**src/rtl/artemis_ddr3_pkg.sv**
```systemverilog
// Shared definitions for the Artemis DDR3 port arbiter.
//   - MCB command instruction codes
//   - arbiter FSM state encoding
//   - hard ceiling on MCB burst length (words)
package artemis_ddr3_pkg;

  localparam logic [2:0] MCB_WR    = 3'b000;
  localparam logic [2:0] MCB_RD    = 3'b001;
  localparam logic [2:0] MCB_WR_AP = 3'b010;
  localparam logic [2:0] MCB_RD_AP = 3'b011;
  localparam logic [2:0] MCB_REF   = 3'b100;

  localparam int MCB_MAX_BL = 64;

  typedef enum logic [2:0] {
    S_IDLE,
    S_BURST,
    S_WR_DATA,
    S_WR_CMD,
    S_RD_CMD,
    S_RD_DATA,
    S_DONE
  } state_t;

endpackage

```
**src/rtl/artemis_rr_arbiter.sv**
```systemverilog
// Combinational round-robin arbiter.
//   req   : request vector
//   ptr   : index with highest priority this round
//   grant : one-hot winner (zero when nothing requests)
//   idx   : binary index of the winner
module artemis_rr_arbiter #(
  parameter int NUM_CH = 4,
  parameter int IDX_W  = 2
) (
  input  logic [NUM_CH-1:0] req,
  input  logic [IDX_W-1:0]  ptr,
  output logic [NUM_CH-1:0] grant,
  output logic [IDX_W-1:0]  idx
);

  always_comb begin
    int c;
    idx = '0;
    // Scan from the far end back towards ptr so the requester closest
    // to ptr is the last (winning) assignment.
    for (int i = NUM_CH - 1; i >= 0; i--) begin
      c = int'(ptr) + i;
      if (c >= NUM_CH) c = c - NUM_CH;
      if (req[IDX_W'(c)]) idx = IDX_W'(c);
    end
    grant = (|req) ? (NUM_CH'(1) << idx) : '0;
  end

endmodule

```
**src/rtl/artemis_ddr3_port_arbiter.sv**
```systemverilog
// Multi-channel front end for one Spartan-6 MCB user port.
// Round-robin arbitration of NUM_CH clients; each client transfer is cut
// into MCB bursts of at most MAX_BL words, one burst in flight at a time.
// Writes: data is pushed first, then the write command. Reads: command
// first, then bl words are popped to the client.
//   clk/rst_n          : clock, async active-low reset
//   calib_done         : gates new grants only
//   ch_req/wr/addr/len : client request, sampled at grant
//   ch_grant/ch_done   : grant level / end-of-transfer pulse
//   ch_w*, ch_r*       : per-client write / read streams
//   cmd_*, wr_*, rd_*  : MCB cmd / write / read FIFO ports
//   busy, error        : status; error is sticky on underrun/overflow
// Build option: ARTEMIS_DDR3_ARB_PRIORITY_EN gives channel 0 fixed top
// priority; the round-robin pointer then rotates over channels 1..N-1.
module artemis_ddr3_port_arbiter
  import artemis_ddr3_pkg::*;
#(
  parameter int NUM_CH = 4,
  parameter int LEN_W  = 16,
  parameter int MAX_BL = 32,
  parameter int ADDR_W = 30
) (
  input  logic                     clk,
  input  logic                     rst_n,
  input  logic                     calib_done,
  input  logic [NUM_CH-1:0]        ch_req,
  input  logic [NUM_CH-1:0]        ch_wr,
  input  logic [NUM_CH*ADDR_W-1:0] ch_addr,
  input  logic [NUM_CH*LEN_W-1:0]  ch_len,
  output logic [NUM_CH-1:0]        ch_grant,
  output logic [NUM_CH-1:0]        ch_done,
  input  logic [NUM_CH-1:0]        ch_wvalid,
  input  logic [NUM_CH*32-1:0]     ch_wdata,
  input  logic [NUM_CH*4-1:0]      ch_wmask,
  output logic [NUM_CH-1:0]        ch_wready,
  output logic [NUM_CH-1:0]        ch_rvalid,
  output logic [31:0]              ch_rdata,
  input  logic [NUM_CH-1:0]        ch_rready,
  output logic                     cmd_en,
  output logic [2:0]               cmd_instr,
  output logic [5:0]               cmd_bl,
  output logic [ADDR_W-1:0]        cmd_byte_addr,
  input  logic                     cmd_full,
  output logic                     wr_en,
  output logic [31:0]              wr_data,
  output logic [3:0]               wr_mask,
  input  logic                     wr_full,
  input  logic                     wr_underrun,
  output logic                     rd_en,
  input  logic [31:0]              rd_data,
  input  logic                     rd_empty,
  input  logic                     rd_overflow,
  output logic                     busy,
  output logic                     error
);

  localparam int IDX_W = (NUM_CH > 1) ? $clog2(NUM_CH) : 1;
  localparam int BL_W  = $clog2(MCB_MAX_BL) + 1;

  typedef struct packed {
    logic              wr;
    logic [ADDR_W-1:0] addr;
    logic [LEN_W-1:0]  rem;
  } xfer_t;

  logic [NUM_CH-1:0][ADDR_W-1:0] addr_v;
  logic [NUM_CH-1:0][LEN_W-1:0]  len_v;
  logic [NUM_CH-1:0][31:0]       wdata_v;
  logic [NUM_CH-1:0][3:0]        wmask_v;
  assign addr_v  = ch_addr;
  assign len_v   = ch_len;
  assign wdata_v = ch_wdata;
  assign wmask_v = ch_wmask;

  state_t            state, state_nx;
  xfer_t             xf;
  logic [IDX_W-1:0]  gidx, ptr;
  logic [BL_W-1:0]   bl, cnt;
  logic              err_q;
  logic              wr_fire, rd_fire, cmd_fire, adv, last_burst, burst_end;

  // ---------------- arbitration ----------------
  logic [NUM_CH-1:0] rr_req, rr_grant;
  logic [IDX_W-1:0]  rr_idx, rr_next, win_idx, ptr_nx;
  logic              win_any;

  artemis_rr_arbiter #(.NUM_CH(NUM_CH), .IDX_W(IDX_W)) u_rr (
    .req   (rr_req),
    .ptr   (ptr),
    .grant (rr_grant),
    .idx   (rr_idx)
  );

  assign rr_next = (int'(rr_idx) == NUM_CH - 1) ? '0 : rr_idx + 1'b1;

`ifdef ARTEMIS_DDR3_ARB_PRIORITY_EN
  // Channel 0 bypasses the rotation and leaves the pointer untouched.
  assign rr_req  = ch_req & ~NUM_CH'(1);
  assign win_any = ch_req[0] | (|rr_grant);
  assign win_idx = ch_req[0] ? '0 : rr_idx;
  assign ptr_nx  = ch_req[0] ? ptr : rr_next;
`else
  assign rr_req  = ch_req;
  assign win_any = |rr_grant;
  assign win_idx = rr_idx;
  assign ptr_nx  = rr_next;
`endif

  // ---------------- FSM ----------------
  assign last_burst = (xf.rem == LEN_W'(bl));
  assign burst_end  = (cnt == bl - 1'b1);

  always_ff @(posedge clk or negedge rst_n) begin
    if (!rst_n) state <= S_IDLE;
    else        state <= state_nx;
  end

  always_comb begin
    state_nx      = state;
    ch_grant      = '0;
    ch_done       = '0;
    ch_wready     = '0;
    ch_rvalid     = '0;
    ch_rdata      = '0;
    cmd_en        = 1'b0;
    cmd_instr     = MCB_WR;
    cmd_bl        = '0;
    cmd_byte_addr = '0;
    wr_en         = 1'b0;
    wr_data       = '0;
    wr_mask       = '0;
    rd_en         = 1'b0;
    wr_fire       = 1'b0;
    rd_fire       = 1'b0;
    cmd_fire      = 1'b0;
    adv           = 1'b0;
    if (state != S_IDLE && state != S_DONE) ch_grant[gidx] = 1'b1;
    case (state)
      S_IDLE:
        if (calib_done && win_any) state_nx = S_BURST;
      S_BURST:
        // rem is only zero here for a zero-length request
        if (xf.rem == '0) state_nx = S_DONE;
        else              state_nx = xf.wr ? S_WR_DATA : S_RD_CMD;
      S_WR_DATA: begin
        ch_wready[gidx] = !wr_full;
        wr_fire         = ch_wvalid[gidx] & !wr_full;
        wr_en           = wr_fire;
        wr_data         = wdata_v[gidx];
        wr_mask         = wmask_v[gidx];
        if (wr_fire && burst_end) state_nx = S_WR_CMD;
      end
      S_WR_CMD, S_RD_CMD: begin
        // cmd_en is held while the FIFO is full; the command is taken
        // on the first cycle with cmd_full low.
        cmd_en        = 1'b1;
        cmd_instr     = (state == S_WR_CMD) ? MCB_WR : MCB_RD;
        cmd_bl        = 6'(bl - 1'b1);
        cmd_byte_addr = xf.addr;
        cmd_fire      = !cmd_full;
        if (cmd_fire) begin
          if (state == S_RD_CMD) state_nx = S_RD_DATA;
          else begin
            adv      = 1'b1;
            state_nx = last_burst ? S_DONE : S_BURST;
          end
        end
      end
      S_RD_DATA: begin
        ch_rvalid[gidx] = !rd_empty;
        rd_fire         = !rd_empty & ch_rready[gidx];
        rd_en           = rd_fire;
        ch_rdata        = rd_data;
        if (rd_fire && burst_end) begin
          adv      = 1'b1;
          state_nx = last_burst ? S_DONE : S_BURST;
        end
      end
      S_DONE: begin
        ch_done[gidx] = 1'b1;
        state_nx      = S_IDLE;
      end
      default: state_nx = S_IDLE;
    endcase
  end

  // ---------------- datapath ----------------
  always_ff @(posedge clk or negedge rst_n) begin
    if (!rst_n) begin
      xf    <= '0;
      gidx  <= '0;
      ptr   <= '0;
      bl    <= '0;
      cnt   <= '0;
      err_q <= 1'b0;
    end else begin
      err_q <= err_q | wr_underrun | rd_overflow;
      if (state == S_IDLE && calib_done && win_any) begin
        gidx    <= win_idx;
        ptr     <= ptr_nx;
        xf.wr   <= ch_wr[win_idx];
        xf.addr <= addr_v[win_idx];
        xf.rem  <= len_v[win_idx];
      end
      if (state == S_BURST) begin
        bl  <= (int'(xf.rem) > MAX_BL) ? BL_W'(MAX_BL) : BL_W'(xf.rem);
        cnt <= '0;
      end
      if (wr_fire || rd_fire) cnt <= cnt + 1'b1;
      if (adv) begin
        xf.addr <= xf.addr + (ADDR_W'(bl) << 2);
        xf.rem  <= xf.rem - LEN_W'(bl);
      end
    end
  end

  assign busy  = (state != S_IDLE);
  assign error = err_q;

endmodule
```
**config.mk**
```make
export PLATFORM = sky130hd
export DESIGN_NAME = artemis_ddr3_port_arbiter
export DESIGN_NICKNAME = d
export VERILOG_FILES = /design/src/rtl/artemis_ddr3_pkg.sv /design/src/rtl/artemis_rr_arbiter.sv /design/src/rtl/artemis_ddr3_port_arbiter.sv
export SDC_FILE = /design/constraint.sdc
export NUM_CORES = 1
export LEC_CHECK = 0
export CAP_MARGIN = 40
export CELL_PAD_IN_SITES_DETAIL_PLACEMENT = 0
export CELL_PAD_IN_SITES_GLOBAL_PLACEMENT = 1
export CORE_AREA = 2 2 198 200
export CTS_CLUSTER_DIAMETER = 40
export CTS_CLUSTER_SIZE = 40
export DETAILED_ROUTE_END_ITERATION = 8
export DIE_AREA = 0 0 200 202
export GPL_TIMING_DRIVEN = 0
export PLACE_DENSITY_LB_ADDON = 0.05
export SLEW_MARGIN = 40
export SYNTH_ARGS = -nofsm -noshare
export SYNTH_HDL_FRONTEND = slang
export SYNTH_SLANG_ARGS = --single-unit
```
**constraint.sdc**
```tcl
create_clock -name clk -period 5.35 [get_ports clk]
set_input_delay 1.3375 -clock clk [delete_from_list [all_inputs] [get_ports clk]]
set_output_delay 1.3375 -clock clk [all_outputs]
set_load 0.01 [all_outputs]
```
==> results.json <==
{
  "status": "complete, no violations",
  "slowest_delay_ns": 0.59,
  "tns_ns": 0,
  "hpwl_mm": 42.8,
  "multi_input_area_um2": 5540,
  "synth_common_cells": "nand2_1, nand3_1, dfrtp_1, and2_1, clkbuf_1",
  "min_from": "error",
  "switchingPower_mw": 0.498,
  "seq_area_frac_synth_pct": 22.6,
  "report.power.total_mw": 1.78,
  "synthSimpleGateAreaFrac_pct": 35.3,
  "dp_cells": 2031,
  "clkTransAtPathRegs_ns": 0.06,
  "rsz0062_at_grt": "false",
  "finalNetCount": 1926,
  "ant_nets": 0,
  "cts-resized-gates": 0,
  "cts_tree": "built",
  "cts_num_sinks": 69,
  "synth_top_area_share_pct": 22.6,
  "hold_buffers": 0,
  "yosys_warnings": 0,
  "drc": 0,
  "relSlewSlack_pct": 43.7,
  "synthAdderAreaFrac_pct": 3.15,
  "first_pass_iters": 5,
  "synthTopCellsByArea": "dfrtp_1, mux4_2, nand2_1",
  "ys_types": 69,
  "clockPowerShare_pct": 33.9,
  "yosys.area.top_type": "dfrtp_1",
  "grt_use_total_pct": 24.6,
  "async_flop_share_pct": 100,
  "internal_power_mw": 1.28,
  "die_area_um2": 40400,
  "vdd.ir_drop.worst_v": 0.000129,
  "setup_viol": 0,
  "htreeDepth": 3,
  "first_global_vias": 10004,
  "wl_mm": 50.9,
  "grt_max_degree": 40,
  "synth_top_family_by_area": "simple AND/OR/NAND/NOR gates",
  "slowest_stage": "clkdlybuf4s50_1",
  "crit_fanout": 10,
  "hold_path_end": "error",
  "p_sw_share_pct": 28.0,
  "drt-initial-drc-count": 544,
  "die_w_um": 200,
  "dpl_cell_area_um2": 13400,
  "fill_cells": 4096,
  "r2r_end": "xf[35]",
  "regArea_um2": 1730,
  "critical_path.endpoint_type": "primary output",
  "gp_congestion": 0.978,
  "synth_compound_area_share_pct": 16.7,
  "ioPinCount": 512,
  "maxCapViolCount": 0,
  "drv_slew": 0,
  "max_freq_mhz": 203,
  "synthMuxAreaShare_pct": 14.7,
  "grt_first_pass_wirelength_mm": 70.7,
  "crit_required_ns": 4.01,
  "hold_ws_ns": 0.471,
  "die_h_um": 202,
  "tightest_slew_ns": 0.836,
  "power_density_nw_per_um2": 129,
  "clock_skew_ns": 0.00900,
  "placementRows": 72,
  "arrival_ns": 3.59,
  "avgSynthCellArea_um2": 7.63,
  "insertion_delay_ns": 0.35,
  "netlist_area_um2": 7630,
  "vias": 9947,
  "crit_family": "buffers and inverters",
  "worst-setup-path-type": "flip-flop to primary output",
  "r2r-start": "bl[1]",
  "core_region_area_um2": 38300,
  "netlist_instances": 1000,
  "fin_crit_sh_pct": 92.1,
  "wire_per_inst_um": 24.8,
  "area_delta_synth_final_pct": 80.2,
  "cts-root-buf": "clkbuf_16",
  "clock_path_buffers": 2,
  "worst-r2r-setup-slack_ns": 1.55,
  "pre_cts_ws_ns": 0.565,
  "post_cts_buffers": 0,
  "cts_buffers": 9,
  "r2r_cells": 10,
  "p_seq_share_pct": 32.1,
  "synth.most_common_cell": "nand2_1",
  "ys_seq_elements": 69,
  "final_area_um2": 13800,
  "synth_edf_count": 0,
  "initial_core_util_pct": 19.9,
  "min_path_type": "flip-flop to flip-flop",
  "final_cells": 2057,
  "port_buffers": 509,
  "power_frac_comb_pct": 34.0,
  "start_kind": "flip-flop",
  "critPathLaunch": "state[2]",
  "setup_ws_ns": 0.423,
  "final_util_pct": 35.9,
  "antenna_found_initial": 12,
  "holdPathStages": 1,
  "path_cells": "clkbuf_1, inv_1, nor3_1, nor2_1, inv_1, clkbuf_1, and2_1, clkdlybuf4s50_1",
  "p_leak_nw": 5.37,
  "synth-xor-area-share_pct": 2.41,
  "drive_above_1_share_pct": 6.09,
  "via_per_inst": 4.84,
  "overflow": 0,
  "cp_num_buf_inv": 5,
  "min_period_ns": 4.93,
  "hold_viol": 0,
  "synth_ff_type": "dfrtp_1"
}
[how the worst max path moves through the flow]
stage | endpoint | slack, ns | depth (start not counted)
after floorplan | xf[43] | 1.88 | 10
after CTS | cmd_byte_addr[14] | 0.35 | 8
after detailed placement | xf[35] | 0.57 | 9
after global placement | xf[37] | -0.02 | 1
final | cmd_byte_addr[12] | 0.42 | 8
after global routing | cmd_byte_addr[13] | 0.17 | 8
[registers in the layout, indices dropped and copies added, names as in the netlist]
register / count
gidx: 2
error: 1
cnt: 7
bl: 7
xf: 47
state: 3
ptr: 2
[layout by cell type, fill, tap and decap left out, types with 7 or more instances in the layout]
cell type | netlist | layout
a21oi_1 | 43 | 43
and3_1 | 42 | 42
buf_2 | 6 | 12
mux2i_1 | 12 | 12
nor3_1 | 30 | 30
mux4_2 | 44 | 44
clkbuf_16 | 0 | 9
a21o_1 | 7 | 7
a211oi_1 | 15 | 15
ha_1 | 16 | 16
clkbuf_1 | 57 | 56
a31oi_1 | 8 | 8
o21a_1 | 7 | 7
nor2b_1 | 12 | 12
inv_1 | 21 | 21
xnor2_1 | 12 | 12
nor2_1 | 55 | 55
a311oi_1 | 9 | 9
clkdlybuf4s50_1 | 0 | 508
nand2_1 | 193 | 193
and2_1 | 61 | 61
diode_2 | 0 | 12
dfrtp_1 | 69 | 69
nand3_1 | 109 | 109
or3_1 | 8 | 8
o21ai_0 | 33 | 33
nor4_1 | 12 | 11
xor2_1 | 9 | 9
[worst register-to-register path: cells and delay by family (launching register included)]
family | cells | cell delay (ns)
AOI/OAI and AO/OA | 3 | 0.99
adders and majority gates | 1 | 0.20
buffers and inverters | 2 | 0.55
DFF | 1 | 0.49
and+or+nand+nor | 4 | 1.42
[per-layer routing]
layer  up-vias  part of all wire, %  global-route usage (%)
met4         2                  1.9                    7.75
met2       384                   49                    42.0
met1      4803                   42                    30.6
met3        46                  7.3                    5.21
met5         -                0.026                       0
li1       4712                    -                       -
[cell families after synthesis]
group | Yosys count
mux | 57
other cells | 1
fa+ha+maj | 18
xor+xnor | 21
flops | 69
compound gates | 187
simple gates | 549
buf+inv | 98
[power groups by stage]
stage | combinational [mW] | sequential (mW) | clock (mW)
floorplan | 0.209 | 0.572 | 0
global placement | 0.602 | 0.581 | 0
detailed placement | 0.607 | 0.580 | 0
CTS | 0.611 | 0.571 | 0.622
global route | 0.658 | 0.576 | 0.640
finish | 0.605 | 0.572 | 0.603
[cell type report]
type,count,share of cell area [%]
Antenna cell,12,0.218
Buffer,77,2.32
Clock buffer,13,2.04
Clock inverter,1,0.0364
Inverter,21,0.573
Multi-Input combinational cell,834,40.3
Sequential cell,69,12.6
Tap cell,518,4.71
Timing Repair Buffer,512,37.3
No activity file was read; power rests on OpenSTA's default activity.
